$ cat config.mk
export PLATFORM = sky130hd
export DESIGN_NAME = pipe_stage_latch
export DESIGN_NICKNAME = d
export VERILOG_FILES = /design/src/rtl/pipe_stage_latch.sv
export SDC_FILE = /design/constraint.sdc
export NUM_CORES = 1
export LEC_CHECK = 0
export ABC_AREA = 1
export CAP_MARGIN = 20
export CORE_UTILIZATION = 51
export CTS_CLUSTER_DIAMETER = 30
export DETAILED_ROUTE_END_ITERATION = 8
export GPL_ROUTABILITY_DRIVEN = 0
export PLACE_DENSITY = 0.87
export SLEW_MARGIN = 15
export SYNTH_ARGS = -nofsm -noshare
export SYNTH_HDL_FRONTEND = slang
export SYNTH_SLANG_ARGS = --single-unit
$ cat constraint.sdc
create_clock -name CLK -period 7.4 [get_ports CLK]
set_input_delay 1.48 -clock CLK [delete_from_list [all_inputs] [get_ports CLK]]
set_output_delay 1.48 -clock CLK [all_outputs]
set_load 0.05 [all_outputs]
$ cat src/rtl/pipe_stage_latch.sv
`default_nettype none
// +-----------------------------------------------------------------------+
// | pipe_stage_latch: generic valid/ready pipeline register stage with    |
// | optional 2-entry skid buffer, flush/NOP injection, perf counters.     |
// | Revision: 1.0                                                         |
// +-----------------------------------------------------------------------+
module pipe_stage_latch #(
  parameter int               WIDTH     = 64,
  parameter int               SKID      = 1,
  parameter logic [WIDTH-1:0] NOP_VALUE = {WIDTH{1'b0}},
  parameter int               CNT_W     = 16
) (
  input  logic             CLK,
  input  logic             RST,
  input  logic             in_valid,
  output logic             in_ready,
  input  logic [WIDTH-1:0] in_data,
  input  logic             flush,
  output logic             out_valid,
  input  logic             out_ready,
  output logic [WIDTH-1:0] out_data,
  output logic [1:0]       occupancy,
  output logic [CNT_W-1:0] stall_count,
  output logic [CNT_W-1:0] bubble_count
);

  localparam logic [1:0] ST_EMPTY = 2'd0;
  localparam logic [1:0] ST_ONE   = 2'd1;
  localparam logic [1:0] ST_TWO   = 2'd2;

  localparam logic [CNT_W-1:0] CNT_MAX = {CNT_W{1'b1}};
  localparam logic [CNT_W-1:0] CNT_ONE = CNT_W'(1);

  logic [1:0]       state_q, state_d;
  logic [WIDTH-1:0] main_q, main_d;
  logic [WIDTH-1:0] skid_q, skid_d;
  logic [CNT_W-1:0] stall_q, stall_d;
  logic [CNT_W-1:0] bubble_q, bubble_d;

  logic in_fire;
  logic out_fire;

  assign in_fire  = in_valid & in_ready;
  assign out_fire = out_valid & out_ready;

  // State register
  always_ff @(posedge CLK or posedge RST) begin
    if (RST) begin
      state_q  <= ST_EMPTY;
      main_q   <= NOP_VALUE;
      skid_q   <= NOP_VALUE;
      stall_q  <= '0;
      bubble_q <= '0;
    end else begin
      state_q  <= state_d;
      main_q   <= main_d;
      skid_q   <= skid_d;
      stall_q  <= stall_d;
      bubble_q <= bubble_d;
    end
  end

  // Next-state logic. With SKID=0, in_ready forces in_fire in ONE to
  // coincide with out_fire, so the TWO branch is never reached.
  always_comb begin
    state_d = state_q;
    main_d  = main_q;
    skid_d  = skid_q;
    if (flush) begin
      state_d = ST_EMPTY;
      main_d  = NOP_VALUE;
      skid_d  = NOP_VALUE;
    end else begin
      case (state_q)
        ST_EMPTY: begin
          if (in_fire) begin
            state_d = ST_ONE;
            main_d  = in_data;
          end
        end
        ST_ONE: begin
          if (in_fire && out_fire) begin
            main_d = in_data;
          end else if (in_fire) begin
            state_d = ST_TWO;
            skid_d  = in_data;
          end else if (out_fire) begin
            state_d = ST_EMPTY;
            main_d  = NOP_VALUE;
          end
        end
        ST_TWO: begin
          if (out_fire) begin
            state_d = ST_ONE;
            main_d  = skid_q;
            skid_d  = NOP_VALUE;
          end
        end
        default: begin
          state_d = ST_EMPTY;
          main_d  = NOP_VALUE;
          skid_d  = NOP_VALUE;
        end
      endcase
    end
  end

  // Saturating counters sample the pre-edge out_valid, so flush cycles count.
  always_comb begin
    stall_d  = stall_q;
    bubble_d = bubble_q;
    if (out_valid && !out_ready && (stall_q != CNT_MAX)) begin
      stall_d = stall_q + CNT_ONE;
    end
    if (!out_valid && out_ready && (bubble_q != CNT_MAX)) begin
      bubble_d = bubble_q + CNT_ONE;
    end
  end

  // Output decode
  always_comb begin
    out_valid = (state_q != ST_EMPTY);
    out_data  = main_q;
    case (state_q)
      ST_ONE:  occupancy = 2'd1;
      ST_TWO:  occupancy = 2'd2;
      default: occupancy = 2'd0;
    endcase
  end

  assign stall_count  = stall_q;
  assign bubble_count = bubble_q;

  generate
    if (SKID != 0) begin : g_skid
      logic in_ready_q;
      logic in_ready_d;

      // Registered ready breaks any combinational path from out_ready.
      always_comb begin
        in_ready_d = (state_d != ST_TWO);
      end

      always_ff @(posedge CLK or posedge RST) begin
        if (RST) begin
          in_ready_q <= 1'b1;
        end else begin
          in_ready_q <= in_ready_d;
        end
      end

      assign in_ready = in_ready_q;
    end else begin : g_no_skid
      assign in_ready = (state_q == ST_EMPTY) | out_ready;
    end
  endgenerate

endmodule
`default_nettype wire
==> flow_summary.json, run 1 <==
{
  "fp.dieH_microns": 127,
  "drc": 0,
  "portBuffers": 168,
  "cts_setup_buffers": 0,
  "critical_path_class": "reg2out",
  "critPathMaxFanout": 54,
  "cts_tree": "built",
  "setup_viol": 0,
  "power.density_nw_per_um2": 265,
  "worst_pin_slew_ps": 1000,
  "fin_crit_sh_pct": 57.1,
  "area_delta_synth_final_pct": 30.1,
  "setup_tns_ps": 0,
  "async_reset_ff_share_pct": 100,
  "busiest_layer": "met2",
  "status": "complete, no violations",
  "leakage_nw": 4.97,
  "start_util_pct": 52.1,
  "met1_usage_pct": 33.7,
  "routed_wl_mm": 20.0,
  "diodes": 0,
  "crit_path_start_kind": "flip-flop",
  "grt.overflow.total": 0,
  "post_cts_resized": 0,
  "cts_max_path_buffers": 2,
  "drv_slew": 0,
  "rsz0062_at_grt": "no",
  "final_nets": 1285,
  "wl_per_cell_microns": 14.1,
  "antenna_found_initial": 0,
  "postCtsHoldBufs": 0,
  "cts_root_buffer": "clkbuf_16",
  "drive_above_1_share_pct": 4.32,
  "syn_inst": 1077,
  "drtIter0Drc": 773,
  "design_area_sq_um": 10300,
  "met3_usage_pct": 4.89,
  "cts_buffers": 17,
  "ys_seq_area_share_pct": 51.5,
  "syn-num-nets": 1148,
  "clk_latency_ps": 430,
  "ios": 169,
  "grtUsageMet2_pct": 41.5,
  "cap_violations": 0,
  "worstPathArrival_ps": 2740,
  "drtPass1Iterations": 6,
  "routed_via_density": 5.32,
  "clk_pin_slew_ps": 60,
  "relSlewSlack_pct": 32.9,
  "synth_cell_types": 23,
  "ys_ff_latch": 163,
  "ant_nets": 0,
  "track_usage_pct": 26.0,
  "fp-row-count": 45,
  "dieArea_sq_um": 16000,
  "end_kind": "primary output",
  "htreeDepth": 4,
  "hold_viol": 0,
  "crit_required_ps": 5920,
  "grt_pass1_vias": 6826,
  "layout_setup_ws_ps": 3180,
  "postPlaceCellArea_sq_um": 9690,
  "period_needed_ps": 4220,
  "yosys_warnings": 0,
  "grt_max_degree": 97,
  "synth_edf_count": 0,
  "pre_cts_ws_ps": 3370,
  "synthesis.area_sq_um": 7930,
  "grt_pass1_wl_mm": 33.0,
  "core_sq_um": 15200,
  "clock-sinks": 163,
  "num_vias": 7521,
  "hpwl_mm": 12.5,
  "finClkSkew_ps": 6.14,
  "synthFlopType": "dfrtp_1",
  "synth_area_per_cell_sq_um": 7.36,
  "timing.fmax_ghz": 0.237,
  "peakVddDrop_mv": 0.186,
  "hold_class": "reg2reg",
  "die_x_microns": 127
}
[worst paths after layout]
path,from,end,slack (ps),depth (start not counted)
max in group asynchronous,RST,bubble_count[9],4400,3
min reg2reg,out_data[50],out_data[50],480,2
max reg2reg,state_q[1],out_data[5],4110,9
min in group asynchronous,RST,out_data[8],1580,2
min,out_data[50],out_data[50],480,2
max,state_q[1],occupancy[0],3180,4
[Yosys cell counts (5+ instances only)]
cell / instances / area, sq um
buf_1: 7 / 26.3
buf_2: 35 / 175
clkbuf_1: 12 / 45.0
dfrtp_1: 162 / 4050
inv_1: 42 / 158
inv_2: 5 / 18.8
nand2_1: 566 / 2120
nand3_1: 78 / 390
nand4_1: 9 / 56.3
nor2_1: 36 / 135
o21ai_0: 28 / 140
o21ai_1: 66 / 330
xnor2_1: 8 / 70.1
xor2_1: 8 / 70.1
[area by class of cell]
type / count / area (sq um)
multi-input combinational: 810 / 3440
clock inverter: 12 / 180
sequential: 163 / 4080
fill: 1215 / 4890
tap: 188 / 235
inverter: 47 / 181
timing repair buffer: 175 / 1750
clock buffer: 20 / 447
[worst max-delay path, stage by stage (launching register included)]
cell and delay [ps]:
dfrtp_1 390, inv_2 730, nand2_1 260, inv_2 130, clkdlybuf4s50_1 800
[per-stage QoR]
step	total power [mW]	hold WS (ps)	util, %	std cells
final	2.73	478	67.9	1415
after CTS	2.75	482	67.9	1415
after global routing	2.85	497	67.9	1415
after detailed placement	1.81	465	63.7	1383
after floorplan	1.55	459	-	1077
after global placement	1.79	461	63.6	1382
[placed cells by master (no fill, tap or decap), types with 3 or more instances in the layout]
master and n:
nand2_1 565, clkdlybuf4s50_1 168, dfrtp_1 162, nand3_1 77
o21ai_1 66, inv_1 41, nor2_1 35, o21ai_0 28
clkbuf_16 17, nand4_1 9, xnor2_1 8, xor2_1 8
buf_4 6, inv_2 5, bufinv_16 4, nor2_4 3
clkinv_4 3
[kinds of logic (layout without fill, tap and decap cells)]
| group | after synthesis | count (layout) | synth area share [%] |
|---|---|---|---|
| and+or+nand+nor | 696 | 696 | 34.7 |
| DFF | 163 | 163 | 51.5 |
| buffers and inverters | 104 | 254 | 5.62 |
| AOI/OAI and AO/OA | 96 | 96 | 6.11 |
| xor gates and xnor gates | 16 | 16 | 1.77 |
| adders and majority gates | 2 | 2 | 0.316 |
[flip-flops by register name, indices dropped and copies added, names as in the netlist]
| name | count |
|---|---|
| state_q | 2 |
| in_ready | 1 |
| out_data | 64 |
| stall_count | 16 |
| skid_q | 64 |
| bubble_count | 16 |
[power breakdown]
part	switching, mW	total (mW)	internal, mW
logic	0.493	0.729	0.237
clock network	0.360	0.935	0.575
registers	0.0861	1.07	0.983
total	0.939	2.73	1.79
[layer usage]
layer  vias up  share of wire, %
li1       3639                 -
met1      3489                42
met2       333                48
met3        60               6.6
met4         0               3.8
met5         -                 0
No activity file was read; power rests on OpenSTA's default activity.
==> run 2: changes to the inputs <==
==> constraint.sdc (replaced) <==
create_clock -name CLK -period 4.2 [get_ports CLK]
set_input_delay 0.84 -clock CLK [delete_from_list [all_inputs] [get_ports CLK]]
set_output_delay 0.84 -clock CLK [all_outputs]
set_load 0.05 [all_outputs]
==> flow_summary.json, run 2 (synthesis gave the netlist of run 1 again) <==
{
  "num_vias": 7461,
  "post_cts_resized": 0,
  "hold_class": "reg2reg",
  "layout_setup_ws_ps": 1160,
  "wl_per_cell_microns": 14.3,
  "power.density_nw_per_um2": 456,
  "grt_pass1_vias": 6909,
  "cts_buffers": 17,
  "hold_viol": 0,
  "area_delta_synth_final_pct": 29.9,
  "status": "complete, no violations",
  "drc": 0,
  "end_kind": "primary output",
  "diodes": 0,
  "leakage_nw": 4.96,
  "p_int_mw": 3.04,
  "drtIter0Drc": 677,
  "worstPathArrival_ps": 2200,
  "grt.overflow.total": 0,
  "die_x_microns": 127,
  "drtPass1Iterations": 8,
  "cpLargestDelayFamily": "buffers and inverters",
  "path_buf_inv": 3,
  "core_sq_um": 15200,
  "drv_slew": 0,
  "power_frac_seq_pct": 40.1,
  "fp.dieH_microns": 127,
  "fin_crit_sh_pct": 72.5,
  "critPathMaxFanout": 53,
  "ant_nets": 0,
  "start_util_pct": 52.1,
  "final_nets": 1288,
  "clock-sinks": 163,
  "antenna_found_initial": 0,
  "routed_wl_mm": 20.3,
  "fp-row-count": 45,
  "final_common_cell": "nand2_1",
  "cts_tree": "built",
  "relSlewSlack_pct": 35.7,
  "path_cells": "inv_2, buf_4, nor2_4, clkdlybuf4s50_1",
  "peakVddDrop_mv": 0.341,
  "comb_power_share_pct": 27.5,
  "grt_pass1_wl_mm": 33.7,
  "finClkSkew_ps": 8.29,
  "worst_pin_slew_ps": 959,
  "grt_max_degree": 135,
  "post-route-util_pct": 67.7,
  "cts_setup_buffers": 0,
  "crit_slowest_cell": "clkdlybuf4s50_1",
  "final_cells": 1417,
  "fillers": 1226,
  "p_clk_share_pct": 32.4,
  "hpwl_mm": 12.5,
  "p_total_mw": 4.69,
  "critPathMaxStageDelay_ps": 750,
  "track_usage_pct": 26.4,
  "cts_root_buffer": "clkbuf_16",
  "rsz0062_at_grt": "no",
  "p_sw_mw": 1.65,
  "postCtsHoldBufs": 0,
  "htreeDepth": 4,
  "crit_path_start_kind": "flip-flop",
  "ios": 169,
  "portBuffers": 168,
  "drive_above_1_share_pct": 4.56,
  "critical_path_class": "reg2out",
  "routed_via_density": 5.27,
  "crit_required_ps": 3360,
  "cap_violations": 0,
  "cts_max_path_buffers": 2,
  "switching_share_pct": 35.2,
  "clk_latency_ps": 420,
  "clk_pin_slew_ps": 70,
  "dieArea_sq_um": 16000,
  "dp.cells": 1386,
  "final_cell_mix": "nand2_1, clkdlybuf4s50_1, dfrtp_1",
  "period_needed_ps": 3040,
  "setup_viol": 0,
  "pre_cts_ws_ps": 1040,
  "timing.fmax_ghz": 0.328,
  "setup_tns_ps": 0
}
-- run 2: path summary, 6_finish.rpt --
kind,startpoint,end,slack (ps),cells past startpoint
setup reg to reg,state_q[1],skid_q[17],1780,9
min in group asynchronous,RST,bubble_count[15],890,3
max in group asynchronous,RST,out_data[13],2670,3
hold / removal,out_data[58],out_data[58],480,2
setup / recovery,state_q[1],occupancy[1],1160,4
hold reg to reg,out_data[58],out_data[58],480,2
-- run 2: worst min-delay path, cell delays in order (launching register included) --
cell and delay [ps]:
dfrtp_1 340, nand2_1 50, nand2_1 50
-- run 2: stage by stage --
step           cell area [sq um]  hold WS [ps]
3_5_place_dp                9720           465
3_3_place_gp                9720           461
2_1_floorplan               7930           459
6_report                   10300           477
5_1_grt                    10300           490
4_1_cts                    10300           482
-- run 2: layout make-up --
cell class	instances	area, sq um	share of cell area, %
timing repair buffer	178	1780	17.3
multi-input combinational	810	3440	33.4
tap	188	235	2.29
clock inverter	12	134	1.30
inverter	47	180	1.75
sequential	163	4080	39.6
clock buffer	19	443	4.30
-- run 2: power by group through the flow --
| stage | combinational [mW] | clock, mW | sequential, mW |
|---|---|---|---|
| 5_1_grt | 1.39 | 1.62 | 1.90 |
| 4_1_cts | 1.30 | 1.55 | 1.88 |
| 6_report | 1.29 | 1.52 | 1.88 |
| 2_1_floorplan | 0.424 | 0 | 2.32 |
| 3_3_place_gp | 1.27 | 0 | 1.90 |
| 3_5_place_dp | 1.29 | 0 | 1.90 |
-- run 2: metal layers --
| metal | wire length, microns | up-vias | track usage, % |
|---|---|---|---|
| met4 | 412 | 0 | 8.89 |
| met2 | 9780 | 298 | 43.4 |
| met5 | 0 | - | 0 |
| li1 | - | 3649 | - |
| met3 | 1250 | 41 | 5.82 |
| met1 | 8820 | 3473 | 34.9 |
==> run 3: changes to the inputs <==
--- a/config.mk
+++ b/config.mk
@@ -7,11 +7,11 @@
 export LEC_CHECK = 0
 export ABC_AREA = 1
 export CAP_MARGIN = 20
-export CORE_UTILIZATION = 51
+export CORE_UTILIZATION = 46
 export CTS_CLUSTER_DIAMETER = 30
 export DETAILED_ROUTE_END_ITERATION = 8
 export GPL_ROUTABILITY_DRIVEN = 0
-export PLACE_DENSITY = 0.87
+export PLACE_DENSITY = 0.83
 export SLEW_MARGIN = 15
 export SYNTH_ARGS = -nofsm -noshare
 export SYNTH_HDL_FRONTEND = slang
==> constraint.sdc (replaced) <==
create_clock -name CLK -period 2.6 [get_ports CLK]
set_input_delay 0.52 -clock CLK [delete_from_list [all_inputs] [get_ports CLK]]
set_output_delay 0.52 -clock CLK [all_outputs]
set_load 0.05 [all_outputs]
==> flow_summary.json, run 3 (synthesis gave the netlist of run 1 again) <==
{
  "crit_slowest_cell": "clkdlybuf4s50_1",
  "worstHoldPathCells": 2,
  "final_cell_mix": "nand2_1, clkdlybuf4s50_1, dfrtp_1",
  "period_needed_ps": 2290,
  "worstPathArrival_ps": 1770,
  "status": "complete, no violations",
  "wl_per_cell_microns": 13.9,
  "final_common_cell": "nand2_1",
  "postCtsHoldBufs": 0,
  "relSlewSlack_pct": 49.9,
  "grt_pass1_vias": 6696,
  "design_area_sq_um": 10500,
  "drc": 0,
  "clk_latency_ps": 420,
  "portBuffers": 168,
  "grt_max_degree": 77,
  "postPlaceCellArea_sq_um": 9960,
  "leakage_nw": 5.07,
  "critical_path_class": "reg2out",
  "antenna_found_initial": 0,
  "htreeDepth": 4,
  "setup_viol": 0,
  "regArea_sq_um": 4080,
  "cap_violations": 0,
  "hold_end": "out_data[50]",
  "cts_buffers": 17,
  "routed_wl_mm": 20.3,
  "routed_via_density": 5.05,
  "diodes": 0,
  "die_x_microns": 133,
  "clock-sinks": 163,
  "multi_input_area_sq_um": 3440,
  "drv_slew": 0,
  "num_vias": 7393,
  "area_delta_synth_final_pct": 32.9,
  "critPathMaxFanout": 2,
  "fin_crit_sh_pct": 88.1,
  "path_buf_inv": 1,
  "rsz0062_at_grt": "no",
  "core_sq_um": 16700,
  "track_usage_pct": 23.2,
  "cts_max_path_buffers": 2,
  "timing.fmax_ghz": 0.436,
  "finClkSkew_ps": 11.7,
  "start_util_pct": 47.5,
  "fillers": 1422,
  "grt.overflow.total": 0,
  "hpwl_mm": 13.2,
  "drive_above_1_share_pct": 5.79,
  "critPathMaxStageDelay_ps": 830,
  "timing.rr.start": "state_q[1]",
  "r2r_slack_ps": 590,
  "worst_pin_slew_ps": 749,
  "cts_root_buffer": "clkbuf_16",
  "hold_start": "out_data[50]",
  "cts_tree": "built",
  "setup_tns_ps": 0,
  "crit_path_start_kind": "flip-flop",
  "drtPass1Iterations": 5,
  "peakVddDrop_mv": 0.665,
  "power.density_nw_per_um2": 724,
  "end_kind": "primary output",
  "hold_viol": 0,
  "rr_endpoint": "out_data[31]",
  "hold_class": "reg2reg",
  "rr_worst_depth": 6,
  "cpLargestDelayFamily": "buffers and inverters",
  "clk_pin_slew_ps": 60,
  "fp-row-count": 47,
  "crit_required_ps": 2080,
  "fp.dieH_microns": 133,
  "final_nets": 1302,
  "grt_pass1_wl_mm": 33.0,
  "path_cells": "clkdlybuf4s50_1",
  "ios": 169,
  "p_total_mw": 7.63,
  "ant_nets": 0,
  "drtIter0Drc": 483,
  "dieArea_sq_um": 17800
}
run 3: cell count changes in the layout (fill, tap and decap cells not counted), moves of 2 or more:
cell	delta
clkinv_2	-3
clkdlybuf4s50_1	-3
buf_4	+8
clkinv_4	-2
inv_6	+3
buf_12	+8
run 3: how the worst max path moves through the flow:
stage          startpoint               to  slack (ps)  cells past startpoint
2_1_floorplan         RST  bubble_count[0]          10                      1
3_3_place_gp     in_valid     out_data[31]         360                      7
3_5_place_dp     in_valid     out_data[31]         300                      7
4_1_cts        state_q[0]        out_valid          40                      3
5_1_grt          in_ready         in_ready         290                      1
6_report         in_ready         in_ready         310                      1
run 3: layout make-up:
type,instances,share of cell area (%)
tap,220,2.61
inverter,47,1.71
clock inverter,11,1.10
timing repair buffer,192,18.8
clock buffer,21,4.37
multi-input combinational,810,32.6
sequential,163,38.7
run 3: what timing repair did:
action,4_1_cts,5_1_grt
setup endpoints to repair,0,1
gates resized for setup,0,1
endpoints found under the hold margin,0,0
buffers inserted,0,0
run 3: report_power, final:
part	internal, mW	switching [mW]	total, mW
Combinational	0.714	1.42	2.13
Sequential	2.80	0.237	3.03
Clock	1.39	1.07	2.47
run 3: layer usage:
| layer | vias to the layer above | GRT usage (%) | part of all wire, % |
|---|---|---|---|
| met5 | - | 0 | 0 |
| met4 | 0 | 9.15 | 2.0 |
| met3 | 28 | 3.46 | 5.0 |
| met2 | 251 | 37.9 | 48 |
| met1 | 3432 | 31.1 | 45 |
| li1 | 3682 | - | - |
run 3: metrics by stage:
| stage | hold slack [ps] | setup WS [ps] | std cells | utilization, % |
|---|---|---|---|---|
| after global placement | 463 | 363 | 1432 | 59.6 |
| final | 479 | 308 | 1464 | 63.1 |
| after global routing | 496 | 285 | 1464 | 63.1 |
| after detailed placement | 464 | 304 | 1432 | 59.6 |
| after CTS | 483 | 38.6 | 1464 | 63.1 |
| after floorplan | 459 | 10.0 | 1077 | - |
==> edit 1 (config.mk and constraints of run 3) <==
Make the reset (`RST`) synchronous in 2 clocked blocks.
--- a/src/rtl/pipe_stage_latch.sv
+++ b/src/rtl/pipe_stage_latch.sv
@@ -44,7 +44,7 @@
   assign out_fire = out_valid & out_ready;
 
   // State register
-  always_ff @(posedge CLK or posedge RST) begin
+  always_ff @(posedge CLK) begin
     if (RST) begin
       state_q  <= ST_EMPTY;
       main_q   <= NOP_VALUE;
@@ -141,7 +141,7 @@
         in_ready_d = (state_d != ST_TWO);
       end
 
-      always_ff @(posedge CLK or posedge RST) begin
+      always_ff @(posedge CLK) begin
         if (RST) begin
           in_ready_q <= 1'b1;
         end else begin
Behaviour: differs if RST is asserted again (counterexample within 4 cycles, from zero or initial values and one cycle with RST high); with RST held inactive, the same outputs for 4 cycles.
==> edit 1 against run 3 <==
Fmax grew 1.4%. Sequential cell count is the same. Setup slack gained 0.032 ns. Design area shrank 3.5%. Highest routed layer unchanged. Routed wire length grew 5.4%. Synthesized cell count grew 8.6%. Area after synthesis shrank 1.6%. Via count grew 9.1%.
Power is not compared: it rests on default switching activity, and its combinational part moved more than twofold at a synthesized area within 25%.
==> edit 1: results (changes against run 3) <==
{| class="wikitable"
! Metric !! Value
|-
| Clock latency on the worst-skew pair || 0.42 ns (about the same)
|-
| Worst path slowest cell || sky130_fd_sc_hd__clkdlybuf4s50_1
|-
| Count of nets after finishing || 1,383 (+6.2%)
|-
| Initial antenna violation count || 0 (unchanged)
|-
| Yosys synthesis warning count || 0 (unchanged)
|-
| Maximum clock path buffer count || 2 (unchanged)
|-
| Setup clock skew after layout || 0.00816 ns (-0.00359 ns)
|-
| Clock input transition at the sequential cells of the worst setup and hold paths || 0.06 ns (about the same)
|-
| Post-detailed-route wirelength per cell || 13.8 um (-0.22%)
|-
| Port Buf Inserts || 168 (unchanged)
|-
| R2R setup slack || 0.68 ns (+0.09 ns)
|-
| Maximum fanout count along the critical path || 7 (+5)
|-
| # Post-CTS Setup Buffers || 0 (unchanged)
|-
| Arrival time at the worst endpoint || 1.74 ns (-0.03 ns)
|-
| Number of nets produced by synthesis || 1,241 (+8.1%)
|-
| Sequential-to-total area share from yosys stat || 41.8% (-9.6 points)
|-
| Highest ir drop seen on vdd || 479 uV
|-
| Async set-or-reset flop fraction in the synthesized netlist || 0% (-100 points)
|-
| Static leakage || 3.98 nW
|-
| Net switching power of the design || 1.54 mW
|-
| Global-route wire length before repair || 34,700 um (+5.1%)
|-
| Top Family by Delay on Critical Path || buffers and inverters
|-
| Worst Hold Margin || 0.461 ns (-0.0175 ns)
|-
| Detail-routed via count per cell || 5.22 (+3.3%)
|-
| Share of post-route cells with drive strength above 1 || 6.19% (+0.40 points)
|-
| Outcome || completed
|-
| Vias in the first global route || 7,231 (+8.0%)
|-
| Final-layout fill cell count || 1,564 (+10%)
|-
| DP Area || 9590 um2 (-3.7%)
|-
| Overall Global Routing Usage || 24.4% (+1.2 points)
|-
| Detailed-placement wirelength estimate || 14,400 um (+9.5%)
|-
| CTS H-tree lvls || 4 (unchanged)
|-
| Hold Path Class || flop to flop
|-
| Maximum number of pins on one net before global-route repair || 65 (-16%)
|-
| Library cells used by synthesis || 31 (+35%)
|-
| CTS root buffer || sky130_fd_sc_hd__clkbuf_16
|-
| Top post-synthesis cells by count || sky130_fd_sc_hd__nand2_1, sky130_fd_sc_hd__nor2_1, sky130_fd_sc_hd__dfxtp_1, sky130_fd_sc_hd__a21oi_1, sky130_fd_sc_hd__o21ai_0
|-
| Number of CTS-inserted buffers || 17 (unchanged)
|-
| Main area contributors after synthesis || sky130_fd_sc_hd__dfxtp_1, sky130_fd_sc_hd__nand2_1, sky130_fd_sc_hd__nor2_1
|-
| Slowest cell delay on critical path || 0.86 ns (+0.03 ns)
|-
| Slew of the pin with the lowest slew margin || 0.577 ns (-0.173 ns)
|-
| Overflow left after global routing || 0 (unchanged)
|-
| Number of iterations in the first detailed-routing pass || 5 (unchanged)
|-
| Starting DRC count in detailed routing || 478 (-1.0%)
|-
| Post-CTS resize count || 0 (unchanged)
|}
-- edit 1: layer usage --
layer  vias to the layer above  track usage (%)  part of all wire (%)
met3                        29             5.73                   7.9
met5                         -                0                     0
li1                       4042                -                     -
met1                      3714             30.4                    43
met4                         0             8.49                   1.7
met2                       280             41.2                    47
-- edit 1: kinds of logic (layout without fill, tap and decap cells) --
logic type | count (synthesis) | after routing | synth area share [%]
AND/OR/NAND/NOR | 621 | 621 | 32.4
AO/OA/AOI/OAI | 230 | 230 | 14.9
flip-flops | 163 | 163 | 41.8
buffers and inverters | 141 | 296 | 9.10
XOR/XNOR | 13 | 13 | 1.46
adder cells (fa/ha/maj) | 2 | 2 | 0.321
other | 0 | 1 | 0
-- edit 1: path summary, 6_finish.rpt --
| kind | cells after the start | to | start |
|---|---|---|---|
| max | 1 | stall_count[12] | stall_count[12]$_SDFFE_PP0P_ |
| min | 2 | out_data[27]$_SDFFE_PP0P_ | out_data[27]$_SDFFE_PP0P_ |
| max reg2reg | 7 | out_data[45]$_SDFFE_PP0P_ | state_q[0]$_SDFF_PP0_ |
| min reg2reg | 2 | out_data[27]$_SDFFE_PP0P_ | out_data[27]$_SDFFE_PP0P_ |
-- edit 1: power groups by stage --
stage / logic [mW] / clock network, mW / registers (mW)
global route: 0.859 / 2.58 / 2.61
finish: 0.793 / 2.46 / 2.60
floorplan: 0.382 / 0 / 2.78
global placement: 0.779 / 0 / 2.66
CTS: 0.793 / 2.48 / 2.60
detailed placement: 0.788 / 0 / 2.66
-- edit 1: area by class of cell --
class | count | area (um2) | area share [%]
sequential | 163 | 3260 | 32.1
clock inverter | 10 | 108 | 1.06
antenna | 1 | 2.50 | 0.0246
inverter | 68 | 263 | 2.59
clock buffer | 22 | 464 | 4.57
tap | 220 | 275 | 2.71
timing repair buffer | 196 | 1930 | 19.0
multi-input combinational | 866 | 3850 | 37.9
-- edit 1: through the flow --
stage,setup WS [ns],instances
2_1_floorplan,0.668,1170
3_3_place_gp,0.370,1513
3_5_place_dp,0.309,1513
4_1_cts,0.325,1545
5_1_grt,0.275,1545
6_report,0.340,1546
==> edit 2 (config.mk and constraints of run 3) <==
Made on the original files. Change the parameter `CNT_W` from 16 to 14.
--- a/src/rtl/pipe_stage_latch.sv
+++ b/src/rtl/pipe_stage_latch.sv
@@ -8,7 +8,7 @@
   parameter int               WIDTH     = 64,
   parameter int               SKID      = 1,
   parameter logic [WIDTH-1:0] NOP_VALUE = {WIDTH{1'b0}},
-  parameter int               CNT_W     = 16
+  parameter int               CNT_W     = 14
 ) (
   input  logic             CLK,
   input  logic             RST,
Interface: changed (resized bubble_count and stall_count); port bits go from 169 to 165. The function was not compared with the original's and may differ.
==> edit 2 against run 3 <==
Synthesized cell count up 3.7%. Sequential power down 4%. Count of clock-buffer cells in the layout unchanged. Via count up 3.8%. Area after synthesis up 3.0%. Setup slack worse by 0.17 ns. Critical path depth up 2. Largest cell class unchanged. Routed wire length up 6.2%. Total power down 4.1%. Non-clock buffer count down 5. Critical endpoint is now out_valid. Sequential cell count down 4. Design area up 0.94%.
==> edit 2: results (changes against run 3) <==
{| class="wikitable"
! Metric !! Value
|-
| Outcome || completed
|-
| Global-route wire length before repair || 35,400 um (+7.3%)
|-
| Post-synthesis compound-gate area fraction || 0.352% (-5.8 points)
|-
| Net switching power of the design || 2.43 mW (-11%)
|-
| Count of nets after finishing || 1,329 (+2.1%)
|-
| R2R setup slack || 0.39 ns (-0.20 ns)
|-
| Sequential-to-total area share from yosys stat || 48.7% (-2.7 points)
|-
| Top post-synthesis cells by count || sky130_fd_sc_hd__nand2_1, sky130_fd_sc_hd__dfrtp_1, sky130_fd_sc_hd__nand3_1, sky130_fd_sc_hd__nand3b_1, sky130_fd_sc_hd__buf_2
|-
| Starting DRC count in detailed routing || 571 (+18%)
|-
| Maximum fanout count along the critical path || 5 (+3)
|-
| Vias in the first global route || 7,189 (+7.4%)
|-
| Final standard cell utilization of the core || 61.5% (-1.6 points)
|-
| Slowest cell delay on critical path || 0.81 ns (-0.02 ns)
|-
| R2R cell count || 7 (+1)
|-
| Setup slack after placement || 0.228 ns (-0.0759 ns)
|-
| Share of post-route cells with drive strength above 1 || 5.75% (-0.040 points)
|-
| Placed Cells || 1,464 (+2.2%)
|-
| Setup clock skew after layout || 0.00923 ns (-0.00252 ns)
|-
| Highest ir drop seen on vdd || 554 uV (-17%)
|-
| Static leakage || 5.40 nW (+6.6%)
|-
| Xor/xnor share of the synthesized area || 1.50% (-0.27 points)
|-
| Detailed route wirelength on metal2 || 10,400 um (+6.9%)
|-
| Start point of the worst hold path || skid_q[2]$_DFFE_PP0P_
|-
| Detailed-placement wirelength estimate || 14,100 um (+7.1%)
|-
| Slew of the pin with the lowest slew margin || 0.840 ns (+0.0907 ns)
|-
| Total clock network power || 2.54 mW (+3%)
|-
| Total detailed-routing wirelength || 21,600 um (+6.2%)
|-
| Library cells used by synthesis || 27 (+17%)
|-
| Met3 track demand over resource || 3.93% (+0.47 points)
|-
| Final-layout fill cell count || 1,485 (+4.4%)
|-
| Arrival time at the worst endpoint || 1.94 ns (+0.17 ns)
|-
| Termination of the worst setup path || out_valid
|-
| Worst Hold End || skid_q[2]$_DFFE_PP0P_
|-
| GR Layer Usage met1 || 32.2% (+1.2 points)
|-
| Main area contributors after synthesis || sky130_fd_sc_hd__dfrtp_1, sky130_fd_sc_hd__nand2_1, sky130_fd_sc_hd__nand3b_1
|-
| Maximum number of pins on one net before global-route repair || 65 (-16%)
|-
| Cell count after synthesis || 1,117 (+3.7%)
|-
| Routed metal-1 wire length || 9360 um (+2.4%)
|-
| Port Buf Inserts || 164 (-2.4%)
|-
| Source of the critical timing path || state_q[0]$_DFF_PP0_
|}
## edit 2: cell count changes after synthesis, moves of 3 or more
cell,before,now
sky130_fd_sc_hd__buf_1,7,12
sky130_fd_sc_hd__nand3_1,78,85
sky130_fd_sc_hd__nor2_1,36,30
sky130_fd_sc_hd__o21ai_0,28,1
sky130_fd_sc_hd__buf_4,3,6
sky130_fd_sc_hd__nand2_1,566,641
sky130_fd_sc_hd__dfrtp_1,162,158
sky130_fd_sc_hd__o21ai_1,66,3
sky130_fd_sc_hd__nand3b_1,1,64
sky130_fd_sc_hd__buf_2,35,44
sky130_fd_sc_hd__clkbuf_1,12,1
sky130_fd_sc_hd__inv_1,42,27
sky130_fd_sc_hd__xnor2_1,8,5
## edit 2: area by class of cell
class                           instances  share of cell area [%]
Inverter                               32                    1.16
Clock inverter                         10                    1.28
Tap cell                              225                    2.65
Multi-Input combinational cell        861                    35.4
Antenna cell                            1                  0.0235
Sequential cell                       159                    37.4
Clock buffer                           21                    4.33
Timing Repair Buffer                  187                    17.7
